### src/rtl/if_fetch_stage_pkg.sv
// rtl/if_fetch_stage_pkg.sv - shared pipeline constants, fetch entry type and opcode helpers
package if_fetch_stage_pkg;

  localparam logic [31:0] DEFAULT_RESET_PC = 32'h0000_0000;

  localparam logic [6:0] OP_REG    = 7'b0110011;
  localparam logic [6:0] OP_IMM    = 7'b0010011;
  localparam logic [6:0] OP_BRANCH = 7'b1100011;
  localparam logic [6:0] OP_LOAD   = 7'b0000011;
  localparam logic [6:0] OP_JAL    = 7'b1101111;
  localparam logic [6:0] OP_JALR   = 7'b1100111;
  localparam logic [6:0] OP_STORE  = 7'b0100011;
  localparam logic [6:0] OP_LUI    = 7'b0110111;
  localparam logic [6:0] OP_AUIPC  = 7'b0010111;

  typedef struct packed {
    logic [31:0] pc;
    logic [31:0] inst;
  } fetch_entry_t;

  // True for the opcodes the decode stage implements; anything else halts.
  function automatic logic is_rv32i_op(input logic [6:0] op);
    logic ok;
    ok = 1'b0;
    case (op)
      OP_REG, OP_IMM, OP_BRANCH, OP_LOAD, OP_JAL,
      OP_JALR, OP_STORE, OP_LUI, OP_AUIPC: ok = 1'b1;
      default: ok = 1'b0;
    endcase
    return ok;
  endfunction

  // Sign-extended J-type immediate.
  function automatic logic [31:0] j_imm(input logic [31:0] inst);
    return {{12{inst[31]}}, inst[19:12], inst[20], inst[30:21], 1'b0};
  endfunction

endpackage

### src/rtl/if_fetch_stage_if.sv
// rtl/if_fetch_stage_if.sv - instruction-memory request/response bundle
interface if_fetch_stage_if;
  logic        imem_req_valid;
  logic        imem_req_ready;
  logic [31:0] imem_req_addr;
  logic        imem_rsp_valid;
  logic [31:0] imem_rsp_data;

  modport master (
    output imem_req_valid, imem_req_addr,
    input  imem_req_ready, imem_rsp_valid, imem_rsp_data
  );

  modport slave (
    input  imem_req_valid, imem_req_addr,
    output imem_req_ready, imem_rsp_valid, imem_rsp_data
  );
endinterface

### src/rtl/if_fetch_stage_fetch_queue.sv
// rtl/if_fetch_stage_fetch_queue.sv - power-of-2 FIFO with flush, head shown combinationally
module fetch_queue #(
  parameter int W = 64,
  parameter int D = 2
) (
  input  logic               clk_i,
  input  logic               rst_i,
  input  logic               flush_i,
  input  logic               push_i,
  input  logic [W-1:0]       data_i,
  input  logic               pop_i,
  output logic [W-1:0]       head_o,
  output logic               empty_o,
  output logic [$clog2(D):0] count_o
);
  localparam int AW = $clog2(D);
  localparam logic [AW:0] FULL_CNT = (AW+1)'(D);

  logic [W-1:0]  mem_q [D];
  logic [AW-1:0] rd_q, rd_d, wr_q, wr_d;
  logic [AW:0]   cnt_q, cnt_d;
  logic          do_push, do_pop;

  assign empty_o = (cnt_q == '0);
  assign count_o = cnt_q;
  assign head_o  = mem_q[rd_q];
  assign do_pop  = pop_i && !empty_o;
  // A full queue still accepts a push when the head leaves in the same cycle.
  assign do_push = push_i && ((cnt_q != FULL_CNT) || do_pop);

  // Pointer and count next state; flush empties the queue outright.
  always_comb begin
    rd_d  = rd_q;
    wr_d  = wr_q;
    cnt_d = cnt_q;
    if (flush_i) begin
      rd_d  = '0;
      wr_d  = '0;
      cnt_d = '0;
    end else begin
      if (do_push) wr_d = wr_q + 1'b1;
      if (do_pop)  rd_d = rd_q + 1'b1;
      cnt_d = cnt_q + (AW+1)'(do_push) - (AW+1)'(do_pop);
    end
  end

  // Pointer/count registers.
  always_ff @(negedge clk_i) begin
    if (rst_i) begin
      rd_q  <= '0;
      wr_q  <= '0;
      cnt_q <= '0;
    end else begin
      rd_q  <= rd_d;
      wr_q  <= wr_d;
      cnt_q <= cnt_d;
    end
  end

  // Entry storage, written only by an accepted push.
  always_ff @(negedge clk_i) begin
    if (do_push && !flush_i) mem_q[wr_q] <= data_i;
  end

endmodule

### src/rtl/if_fetch_stage.sv
// rtl/if_fetch_stage.sv - instruction fetch stage; JAL_PREDICT_EN enables JAL redirect at enqueue
module if_fetch_stage
  import if_fetch_stage_pkg::*;
#(
  parameter logic [31:0] RESET_PC = DEFAULT_RESET_PC,
  parameter int          QDEPTH   = 2
) (
  input  logic                   CLK,
  input  logic                   RST,
  if_fetch_stage_if.master       imem,
  input  logic                   redirect_valid,
  input  logic [31:0]            redirect_pc,
  input  logic                   stall,
  output logic [31:0]            PC_if,
  output logic [31:0]            Inst_if,
  output logic                   valid_if,
  output logic                   halt_if
);
  localparam int          AW     = $clog2(QDEPTH);
  localparam int          CW     = AW + 1;
  localparam logic [CW:0] QLIMIT = (CW+1)'(QDEPTH);

  logic [31:0]   fpc_q, fpc_d;
  logic [CW-1:0] out_q, out_d;
  logic [CW-1:0] drop_q, drop_d;
  logic          halted_q, halted_d;

  fetch_entry_t  q_head, q_enq;
  logic          q_empty;
  logic [CW-1:0] q_count;
  logic [31:0]   t_head;
  logic          t_empty;
  logic [CW-1:0] t_count;
  logic          tag_unused;

  logic          req_hs, rsp_take, rsp_drop, enq, deq, jal_hit, tag_flush;
  logic [31:0]   jal_target;
  logic [CW:0]   occ_sum;

  assign valid_if = !q_empty;
  assign PC_if    = valid_if ? q_head.pc   : '0;
  assign Inst_if  = valid_if ? q_head.inst : '0;
  assign halt_if  = valid_if && !is_rv32i_op(q_head.inst[6:0]);
  assign deq      = valid_if && !stall;

  // Occupancy excludes an entry leaving this cycle so a 1-cycle memory streams one per cycle.
  assign occ_sum  = {1'b0, q_count} - {{CW{1'b0}}, deq} + {1'b0, out_q};

  assign imem.imem_req_valid = !RST && !halted_q && !redirect_valid && (occ_sum < QLIMIT);
  assign imem.imem_req_addr  = fpc_q;

  assign req_hs   = imem.imem_req_valid && imem.imem_req_ready;
  assign rsp_take = imem.imem_rsp_valid && (drop_q == '0);
  assign rsp_drop = imem.imem_rsp_valid && (drop_q != '0);
  assign enq      = rsp_take && !redirect_valid;
  assign q_enq    = '{pc: t_head, inst: imem.imem_rsp_data};
  assign out_d    = out_q + CW'(req_hs) - CW'(imem.imem_rsp_valid);

`ifdef JAL_PREDICT_EN
  assign jal_hit    = enq && (imem.imem_rsp_data[6:0] == OP_JAL);
  assign jal_target = t_head + j_imm(imem.imem_rsp_data);
`else
  assign jal_hit    = 1'b0;
  assign jal_target = t_head;
`endif

  // Every in-flight tag belongs to a response that will be dropped after a redirect.
  assign tag_flush  = redirect_valid || jal_hit;
  assign tag_unused = ^{t_count, t_empty};

  fetch_queue #(.W($bits(fetch_entry_t)), .D(QDEPTH)) u_inst_q (
    .clk_i   (CLK),
    .rst_i   (RST),
    .flush_i (redirect_valid),
    .push_i  (enq),
    .data_i  (q_enq),
    .pop_i   (deq),
    .head_o  (q_head),
    .empty_o (q_empty),
    .count_o (q_count)
  );

  fetch_queue #(.W(32), .D(QDEPTH)) u_tag_q (
    .clk_i   (CLK),
    .rst_i   (RST),
    .flush_i (tag_flush),
    .push_i  (req_hs),
    .data_i  (fpc_q),
    .pop_i   (rsp_take),
    .head_o  (t_head),
    .empty_o (t_empty),
    .count_o (t_count)
  );

  // Fetch PC, drop count and halt next state; redirect overrides everything else.
  always_comb begin
    fpc_d    = fpc_q;
    drop_d   = drop_q;
    halted_d = halted_q;
    if (req_hs)          fpc_d    = fpc_q + 32'd4;
    if (rsp_drop)        drop_d   = drop_q - 1'b1;
    if (deq && halt_if)  halted_d = 1'b1;
    if (jal_hit) begin
      fpc_d  = jal_target;
      drop_d = out_d;
    end
    if (redirect_valid) begin
      fpc_d    = redirect_pc;
      drop_d   = out_d;
      halted_d = 1'b0;
    end
  end

  // Stage state registers.
  always_ff @(negedge CLK) begin
    if (RST) begin
      fpc_q    <= RESET_PC;
      out_q    <= '0;
      drop_q   <= '0;
      halted_q <= 1'b0;
    end else begin
      fpc_q    <= fpc_d;
      out_q    <= out_d;
      drop_q   <= drop_d;
      halted_q <= halted_d;
    end
  end

endmodule

### src/flat_wrapper.sv
// flat-port wrapper written by rule: the top's interface ports become plain ports
module if_fetch_stage_flat import if_fetch_stage_pkg::*;
#(
  parameter logic [31:0] RESET_PC = DEFAULT_RESET_PC,
  parameter int          QDEPTH   = 2
)
  (CLK, RST, redirect_valid, redirect_pc, stall, PC_if, Inst_if, valid_if, halt_if, imem_imem_req_valid, imem_imem_req_addr, imem_imem_req_ready, imem_imem_rsp_valid, imem_imem_rsp_data);
  if_fetch_stage_if imem_i ();
  input  logic CLK;
  input  logic RST;
  input  logic redirect_valid;
  input  logic [31:0] redirect_pc;
  input  logic stall;
  output logic [31:0] PC_if;
  output logic [31:0] Inst_if;
  output logic valid_if;
  output logic halt_if;
  output wire logic [$bits(imem_i.imem_req_valid)-1:0] imem_imem_req_valid;
  output wire logic [$bits(imem_i.imem_req_addr)-1:0] imem_imem_req_addr;
  input wire logic [$bits(imem_i.imem_req_ready)-1:0] imem_imem_req_ready;
  input wire logic [$bits(imem_i.imem_rsp_valid)-1:0] imem_imem_rsp_valid;
  input wire logic [$bits(imem_i.imem_rsp_data)-1:0] imem_imem_rsp_data;
  assign imem_imem_req_valid = imem_i.imem_req_valid;
  assign imem_imem_req_addr = imem_i.imem_req_addr;
  assign imem_i.imem_req_ready = imem_imem_req_ready;
  assign imem_i.imem_rsp_valid = imem_imem_rsp_valid;
  assign imem_i.imem_rsp_data = imem_imem_rsp_data;
  if_fetch_stage #(.RESET_PC(RESET_PC), .QDEPTH(QDEPTH)) u_core (.CLK(CLK), .RST(RST), .imem(imem_i), .redirect_valid(redirect_valid), .redirect_pc(redirect_pc), .stall(stall), .PC_if(PC_if), .Inst_if(Inst_if), .valid_if(valid_if), .halt_if(halt_if));
endmodule
### config.mk
export PLATFORM = sky130hd
export DESIGN_NAME = if_fetch_stage_flat
export DESIGN_NICKNAME = d
export VERILOG_FILES = /design/src/rtl/if_fetch_stage_pkg.sv /design/src/rtl/if_fetch_stage_if.sv /design/src/rtl/if_fetch_stage_fetch_queue.sv /design/src/rtl/if_fetch_stage.sv /design/src/flat_wrapper.sv
export SDC_FILE = /design/constraint.sdc
export NUM_CORES = 1
export LEC_CHECK = 0
export ABC_AREA = 1
export CORE_UTILIZATION = 50
export DETAILED_ROUTE_END_ITERATION = 16
export GPL_TIMING_DRIVEN = 0
export MAX_ROUTING_LAYER = met4
export PLACE_DENSITY_LB_ADDON = 0.2
export SETUP_SLACK_MARGIN = 0.3
export SYNTH_ARGS = -nofsm -noshare
export SYNTH_HDL_FRONTEND = slang
export SYNTH_SLANG_ARGS = --single-unit
### constraint.sdc
create_clock -name CLK -period 10.2 [get_ports CLK]
set_clock_uncertainty 0.1 [all_clocks]
set_input_delay 2.04 -clock CLK [delete_from_list [all_inputs] [get_ports CLK]]
set_output_delay 2.04 -clock CLK [all_outputs]
set_load 0.005 [all_outputs]
### Word-level counts from Yosys, hierarchy flattened

Memories as Yosys holds them, arrays and structs flattened. A register that Yosys moved wholly into a read port is not among the register bits.
Index checks and enable logic that the tools add are counted.

* reduce and logical (&&, ||, !) cells: 33
* add/sub/neg operators: 14
* $lt $le $gt $ge: 1
* equality and inequality tests: 11
* multiplexer cells: 15

Operators by type and width (number)
* 2-to-1 mux 32 bit: 4
* adder 32 x 3 -> 32 bit, second input constant: 1
* equality test 7 x 6 -> 1 bit, second input constant: 3
* equality test 7 bit, second input constant: 3
* logical AND 1 bit: 16
* equality test 7 x 5 -> 1 bit, second input constant: 2
* 2-to-1 mux 1 bit: 9
* OR reduction 9 bit: 1
* equality test 7 x 2 -> 1 bit, second input constant: 1
* logical NOT 1 bit: 7
* adder 2 x 1 -> 2 bit: 3
* logical NOT 2 bit: 3
* nonzero test 2 bit: 3
* subtractor 2 x 1 -> 2 bit: 3
* adder 1 bit, second input constant: 4
* 2-to-1 mux 2 bit: 2
* != test 2 bit, second input constant: 2
* adder 3 x 2 -> 3 bit: 1
* < comparator 3 x 2 -> 1 bit, second input constant: 1
* subtractor 2 x 1 -> 3 bit: 1
* logical OR 1 bit: 2
* OR reduction 2 bit: 1
* subtractor 2 x 1 -> 2 bit, second input constant: 1

* word-level logic and storage cells: 86
* RAM bits: 192
* output and inout port bits: 99
* register bits after elaboration: 45
* memories kept: 2

Memories
* u_core.u_inst_q.mem_q: depth 2, bits a word 64, read ports 1, clocked after Yosys merged registers in 1, write ports 1, RTL line if_fetch_stage_fetch_queue.sv:19 `logic [W-1:0] mem_q [D];`
* u_core.u_tag_q.mem_q: depth 2, bits a word 32, read ports 1, clocked after Yosys merged registers in 1, write ports 1, RTL line if_fetch_stage_fetch_queue.sv:19

### Depth between registers and ports, before layout

Gate-level depths: netlist (run 1).

* depth after elaboration: 12
* mapped depth: 17
* gate-level depth less buffers: 17

### Cells and area by module

From an unflattened synthesis (run 1), not the netlist that was laid out.

* cells, all modules: 931
* area total of the unflattened synthesis: 10981.8 µm²

By module, submodules not included
* fetch_queue at u_core.u_inst_q: times used 1, area each 5161.2 µm², sequential area each 3943.8 µm², cells an instance 233
* if_fetch_stage: times used 1, area each 3114.2 µm², sequential area each 740.7 µm², cells an instance 564
* fetch_queue at u_core.u_tag_q: times used 1, area each 2706.3 µm², sequential area each 2021.9 µm², cells an instance 134

==> results of run 1 <==
[worst reg2reg max path, stage by stage, from the launching register on]
cell,delay [ps]
dfxtp_2,370
nor2_4,60
nor2_4,170
ha_1,260
inv_1,50
nand2_1,50
fa_1,480
nand2_1,70
nor2_1,170
nand4_4,180
inv_2,120
buf_4,200
ha_1,180
xor2_1,170
xor2_1,200
o21ai_0,110
a21oi_1,130
[cell usage in the layout, fill, tap and decap left out, types with 5 or more instances in the layout]
cell / n
a21oi_1: 98
buf_1: 8
buf_12: 7
buf_2: 14
buf_4: 10
clkbuf_1: 8
clkbuf_16: 25
clkdlybuf4s50_1: 167
clkinvlp_2: 7
dfxtp_1: 45
edfxtp_1: 192
ha_1: 8
inv_1: 322
mux2_2: 30
nand2_1: 316
nand2_2: 7
nand3_1: 46
nor2_1: 68
nor2_2: 10
nor2_4: 9
o21ai_0: 20
xnor2_1: 5
xor2_1: 9
[registers in the layout, summed over array words and instances, names as in the netlist, named ones only]
signal / flops
u_core.u_inst_q.count_o: 2
u_core.u_tag_q.mem_q: 64
u_core.u_inst_q.mem_q: 128
u_core.u_tag_q.count_o: 2
u_core.u_tag_q.rd_q: 1
u_core.u_tag_q.wr_q: 1
u_core.halted_q: 1
u_core.u_inst_q.wr_q: 1
u_core.drop_q: 2
u_core.imem.imem_req_addr: 32
u_core.out_q: 2
u_core.u_inst_q.rd_q: 1
[synth_stat cells (all sizes together)]
library cell | instances | share of area (%)
xor2 | 9 | 0.77
nand4 | 1 | 0.21
nor2 | 86 | 3.6
ha | 8 | 0.97
nand2 | 323 | 12
o211a | 1 | 0.097
buf | 28 | 1.3
o21bai | 1 | 0.073
nand3 | 47 | 2.3
clkbuf | 9 | 0.33
edfxtp | 192 | 56
inv | 84 | 3.1
nor3 | 2 | 0.15
fa | 1 | 0.19
o21ai | 20 | 0.97
a21oi | 99 | 4.8
xnor2 | 5 | 0.42
mux2 | 32 | 3.5
a31oi | 1 | 0.061
a221oi | 1 | 0.085
dfxtp | 47 | 9.1
clkinv | 1 | 0.036
[layer usage]
layer	wire length [µm]	up-vias	part of all wire, %
met2	12100	312	48
met5	0	-	0
li1	-	4238	-
met1	10900	3883	43
met4	639	0	2.5
met3	1610	45	6.4
[logic make-up (layout without fill, tap and decap cells)]
logic type / after synthesis / count (layout)
muxes: 32 / 32
buffers and inverters: 122 / 589
xor gates and xnor gates: 14 / 14
adders and majority gates: 9 / 9
AOI/OAI and AO/OA: 123 / 123
and+or+nand+nor: 459 / 460
DFF: 239 / 239
[timing repair]
action	in CTS	in global routing
pin swaps	3	2
endpoints found under the setup margin	68	91
resized for setup	9	6
setup buffers	5	6
hold buffers	0	0
cloned	2	0
[power by group through the flow]
stage	clock network, µW	registers (µW)	logic (µW)
after floorplan	140	1130	98.7
after global placement	140	1140	190
after detailed placement	140	1140	197
after CTS	1320	1130	202
after global routing	1420	1130	227
final	1290	1130	206
[final cells by class]
class,instances,share of cell area [%]
sequential,239,46.9
timing repair buffer,183,13.1
multi-input combinational,638,22.1
inverter,84,2.23
clock buffer,25,4.37
timing repair inverter,1,0.0524
tap,270,2.36
clock inverter,259,7.71
buffer,37,1.22
[worst paths after layout]
path                               from                to  slack (ps)
max reg2reg  u_core.u_inst_q.count_o[0]  u_core.drop_q[1]        7060
min                u_core.u_inst_q.rd_q              flop         340
max                               stall  u_core.drop_q[1]         440
min reg2reg        u_core.u_inst_q.rd_q              flop         340
[stage by stage]
step                      hold WS, ps  instances  setup slack (ps)  setup TNS [ps]  total power (µW)
final                             344       1736               441               0              2620
after global routing              376       1736               231               0              2780
after CTS                         346       1730               324               0              2650
after detailed placement          341       1440              -720          -40360              1480
after global placement            335       1436              -635          -66270              1470
after floorplan                   325        998               345               0              1370
==> qor.csv, run 1 <==
metric,value,unit
status,completed,
CP peak stage delay,480,ps
PwrDens,183,nW/µm²
wire length per cell,14.6,µm
routed vias,8478,
global-route wire length before repair,39.8,mm
grt total ovfl,0,
Sw Pwr,749,µW
die width,146,µm
H-tree depth,1,
Sink Count,239,
Synth Warn #,0,
DIE AREA,21200,µm²
Fillers,1438,
port buffer count,168,
RSZ-0062 raised after global routing,true,
antenna violations before repair,0,
Synth cell types,32,
Comb power frac,7.8,%
Crit path buffers/inverters,4,
clk slew on worst S/H paths,50,ps
Worst-Skew Late Latency,590,ps
busiest layer in global routing,met2,
fin util,70.8,%
routed vias/inst,4.88,
sequential fraction of design power,43.0,%
Slew HR,56.4,%
cell-internal power,1870,µW
max-cap violations,0,
largest net degree at the start of global routing,31,
register area share after synthesis,65.1,%
Post-DRT Antenna Nets,0,
Critical Path Sink Type,flop,
Final Hold Vio Count,0,
Root Driver,clkbuf_16,
Final Max Slew Viols,0,
critical path data arrival time,5060,ps
met2 Use GR,37.5,%
sequence of cells on the critical path,clkdlybuf4s50_1 > nor2_4 > ha_1 > inv_1 > nand2_1 > fa_1 > nand2_1 > nor2_1 > nand4_4 > inv_2 > buf_4 > ha_1 > xor2_1 > xor2_1 > o21ai_0 > a21oi_1,
synthesized area,10300,µm²
Clk network pwr share,49.1,%
Stages on worst setup path,16,
worst setup path category,input pin to flop,
TritonCTS clock tree,yes,
Antenna Cells,0,
# rows,52,
CP top delay family,adder cells,
DP Area,12400,µm²
met3 Track Usage GR,6.52,%
mux contribution to synthesized area,3.50,%
placed wire-length estimate,16.2,mm
largest family of logic cells by synthesized area,simple AND/OR/NAND/NOR gates,
GPL Wtd Cong,0.887,
Num CTS Buffers,25,
xor-xnor portion of the synthesized cell area,1.19,%
DRT iter0 DRCs,512,
post-route cell area,14300,µm²
vias in the first global route,8527,
Register Area,6710,µm²
Max clock buf depth,3,
critical path required time,5500,ps
syn avg cell area,10.3,µm²
"FF+latch count, synth",239,
Detailed Route WL,25.3,mm
Compound-Gate Fraction of Synth Area,6.13,%
hold depth,1,
Switching Fraction,28.6,%
Syn Inst Count,998,
Hold Crit Class,flop to flop,
met1 Usage GRT,29.9,%
core area,20200,µm²
"area fraction in and, or, nand and nor cells after synthesis",18.2,%
First-pass DRT Iterations,5,
leakage,0.00622,µW
endpoints failing setup,0,
post-synthesis adder-cell area fraction,1.17,%
reg2reg path depth,16,
ratio of cells with drive above 1 in the final layout,9.82,%
maximum VDD drop,0.000107,V
Worst-Margin Slew,653,ps
"Slowest-stage cell, CP",clkdlybuf4s50_1,
DRC,0,
I/O pin count,169,
"Max FO, Critical Path",10,
Multi-input gate area,3160,µm²
Initial Util,50.9,%
Area Growth Syn to Fin,39.0,%
Syn Nets,1077,
CP startpoint kind,input pin,
gr usage total,24.6,%
Die H,146,µm
Nets,1527,
(Power assumes the default switching activity.)
==> inputs of run 2 (changes only) <==
- CTS_CLUSTER_DIAMETER: not set -> 40
==> run 2 against run 1 <==
  * Wire length rose by 4.4%
  * Worst setup slack got worse by 9.8 ps
  * Register-to-register slack improved by 30 ps
  * Clock-buffer cell count increased by 6
  * Cell count increased by 0.58%
  * Core utilization rose by 1.1 points
  * Combinational power is essentially flat
  * Critical path depth down 10
  * Hold slack got worse by 3.5 ps
  * Non-clock buffer count unchanged
  * Largest cell class unchanged
  * Largest power group unchanged
==> qor.csv, run 2 (synthesized netlist as in run 1, its figures left out) <==
metric,value,unit
status,completed,
# rows,52,
Antenna Cells,0,
H-tree depth,1,
die width,146,µm
Worst-Skew Late Latency,620,ps
Hold Path Origin,u_core.u_inst_q.rd_q,
Switching Fraction,28.7,%
TritonCTS clock tree,yes,
DRC,0,
max reg flops,128,
vias in the first global route,8748,
Slew HR,54.8,%
max-cap violations,0,
ratio of cells with drive above 1 in the final layout,10.4,%
Max clock buf depth,3,
fin util,71.9,%
Sw Pwr,812,µW
Root Driver,clkbuf_16,
largest net degree at the start of global routing,31,
Worst-Margin Slew,678,ps
wire length per cell,15.1,µm
endpoints failing setup,0,
Hold Crit Class,flop to flop,
reg2reg path depth,16,
Detailed Route WL,26.4,mm
grt total ovfl,0,
Reg2Reg Capture Point,u_core.drop_q[1],
"Slowest-stage cell, CP",clkdlybuf4s50_1,
Comb power frac,7.3,%
hold depth,1,
placed wire-length estimate,16.2,mm
critical path data arrival time,7630,ps
"Max FO, Critical Path",10,
worst setup margin,431,ps
Largest Register,u_core.u_inst_q.mem_q,
r2r setup slk,7090,ps
leakage,0.00635,µW
R2R Path Start,u_core.u_inst_q.count_o[0],
Final Max Slew Viols,0,
DRT iter0 DRCs,491,
Clk network pwr share,52.7,%
Nets,1532,
Final Hold Vio Count,0,
Setup WS pre-CTS,-720,ps
core area,20200,µm²
# hold bufs at CTS,0,
gr usage total,25.6,%
Num CTS Buffers,30,
RSZ-0062 raised after global routing,true,
Critical Path Sink Type,output port,
Worst path most repeated cell,clkbuf_4,
CP peak stage delay,590,ps
most frequent cells in the layout,"323 x inv_1, 316 x nand2_1, 192 x edfxtp_1",
clk slew on worst S/H paths,50,ps
GPL Wtd Cong,0.887,
Initial Util,50.9,%
maximum VDD drop,0.000133,V
antenna violations before repair,0,
Hold Slack,341,ps
global-route wire length before repair,41.4,mm
routed vias,8642,
worst setup path category,flop to output port,
CP startpoint kind,flop,
sequential fraction of design power,40.0,%
First-pass DRT Iterations,5,
Die H,146,µm
critical path required time,8060,ps
I/O pin count,169,
cell-internal power,2010,µW
"most common cell after layout, fill and taps aside",inv_1,
routed vias/inst,4.95,
port buffer count,168,
Area Growth Syn to Fin,41.1,%
sequence of cells on the critical path,clkbuf_4 > clkbuf_4 > buf_2 > nand2_1 > a21oi_1 > clkdlybuf4s50_1,
Sink Count,239,
Post-DRT Antenna Nets,0,
PwrDens,194,nW/µm²
DIE AREA,21200,µm²
[run 2: power by group through the flow]
stage / Clock [µW] / Combinational (µW) / Sequential, µW
floorplan: 140 / 98.7 / 1130
global placement: 140 / 190 / 1140
detailed placement: 140 / 197 / 1140
CTS: 1500 / 203 / 1130
global route: 1620 / 228 / 1130
finish: 1490 / 207 / 1130
[run 2: final cells by class]
class	count	area [µm²]
plain buffers	37	175
clock inverters	263	1180
inverters	84	319
repair buffers	183	1880
well taps	270	338
multi-input cells	638	3160
clock buffers	31	776
repair inverters	1	7.51
flip-flops and latches	239	6710
fillers	1389	5690
[run 2: worst max-delay path: cells and delay by family (launching register included)]
kind | cells | cell delay, ps
buffers and inverters | 4 | 1310
flip-flops | 1 | 350
AO/OA/AOI/OAI | 1 | 180
AND/OR/NAND/NOR | 1 | 90
[run 2: worst max-delay path by stage]
stage | end | slack, ps | cells past startpoint | start
detailed placement | u_core.u_tag_q.mem_q[1][27] | -720 | 12 | stall
global route | u_core.drop_q[1] | 220 | 16 | stall
CTS | u_core.u_tag_q.mem_q[0][6] | 320 | 12 | stall
finish | PC_if[7] | 430 | 6 | flop
global placement | u_core.u_tag_q.mem_q[1][27] | -630 | 12 | stall
floorplan | u_core.u_tag_q.mem_q[1][0] | 340 | 11 | stall
[run 2: what timing repair did]
action                     CTS  global route
gates resized for setup      9             6
pin swaps                    3             1
buffers inserted             6             5
setup endpoints to repair   68            88
hold endpoints to repair     0             0
cloned                       2             0
[run 2: stage by stage]
step	area [µm²]	setup TNS, ps	total power [µW]	std cells
final	14500	0	2820	1746
after global routing	14500	0	2980	1746
after CTS	14500	0	2840	1741
after detailed placement	12400	-40360	1480	1440
after global placement	12300	-66270	1470	1436
after floorplan	10300	0	1370	998
[run 2: layer usage]
metal / vias up / global-route usage (%) / share of wire (%)
met4: 0 / 13.2 / 2.0
met3: 48 / 6.87 / 7.1
met1: 3976 / 31.3 / 42
met2: 367 / 39.2 / 49
li1: 4251 / - / -
met5: - / - / 0
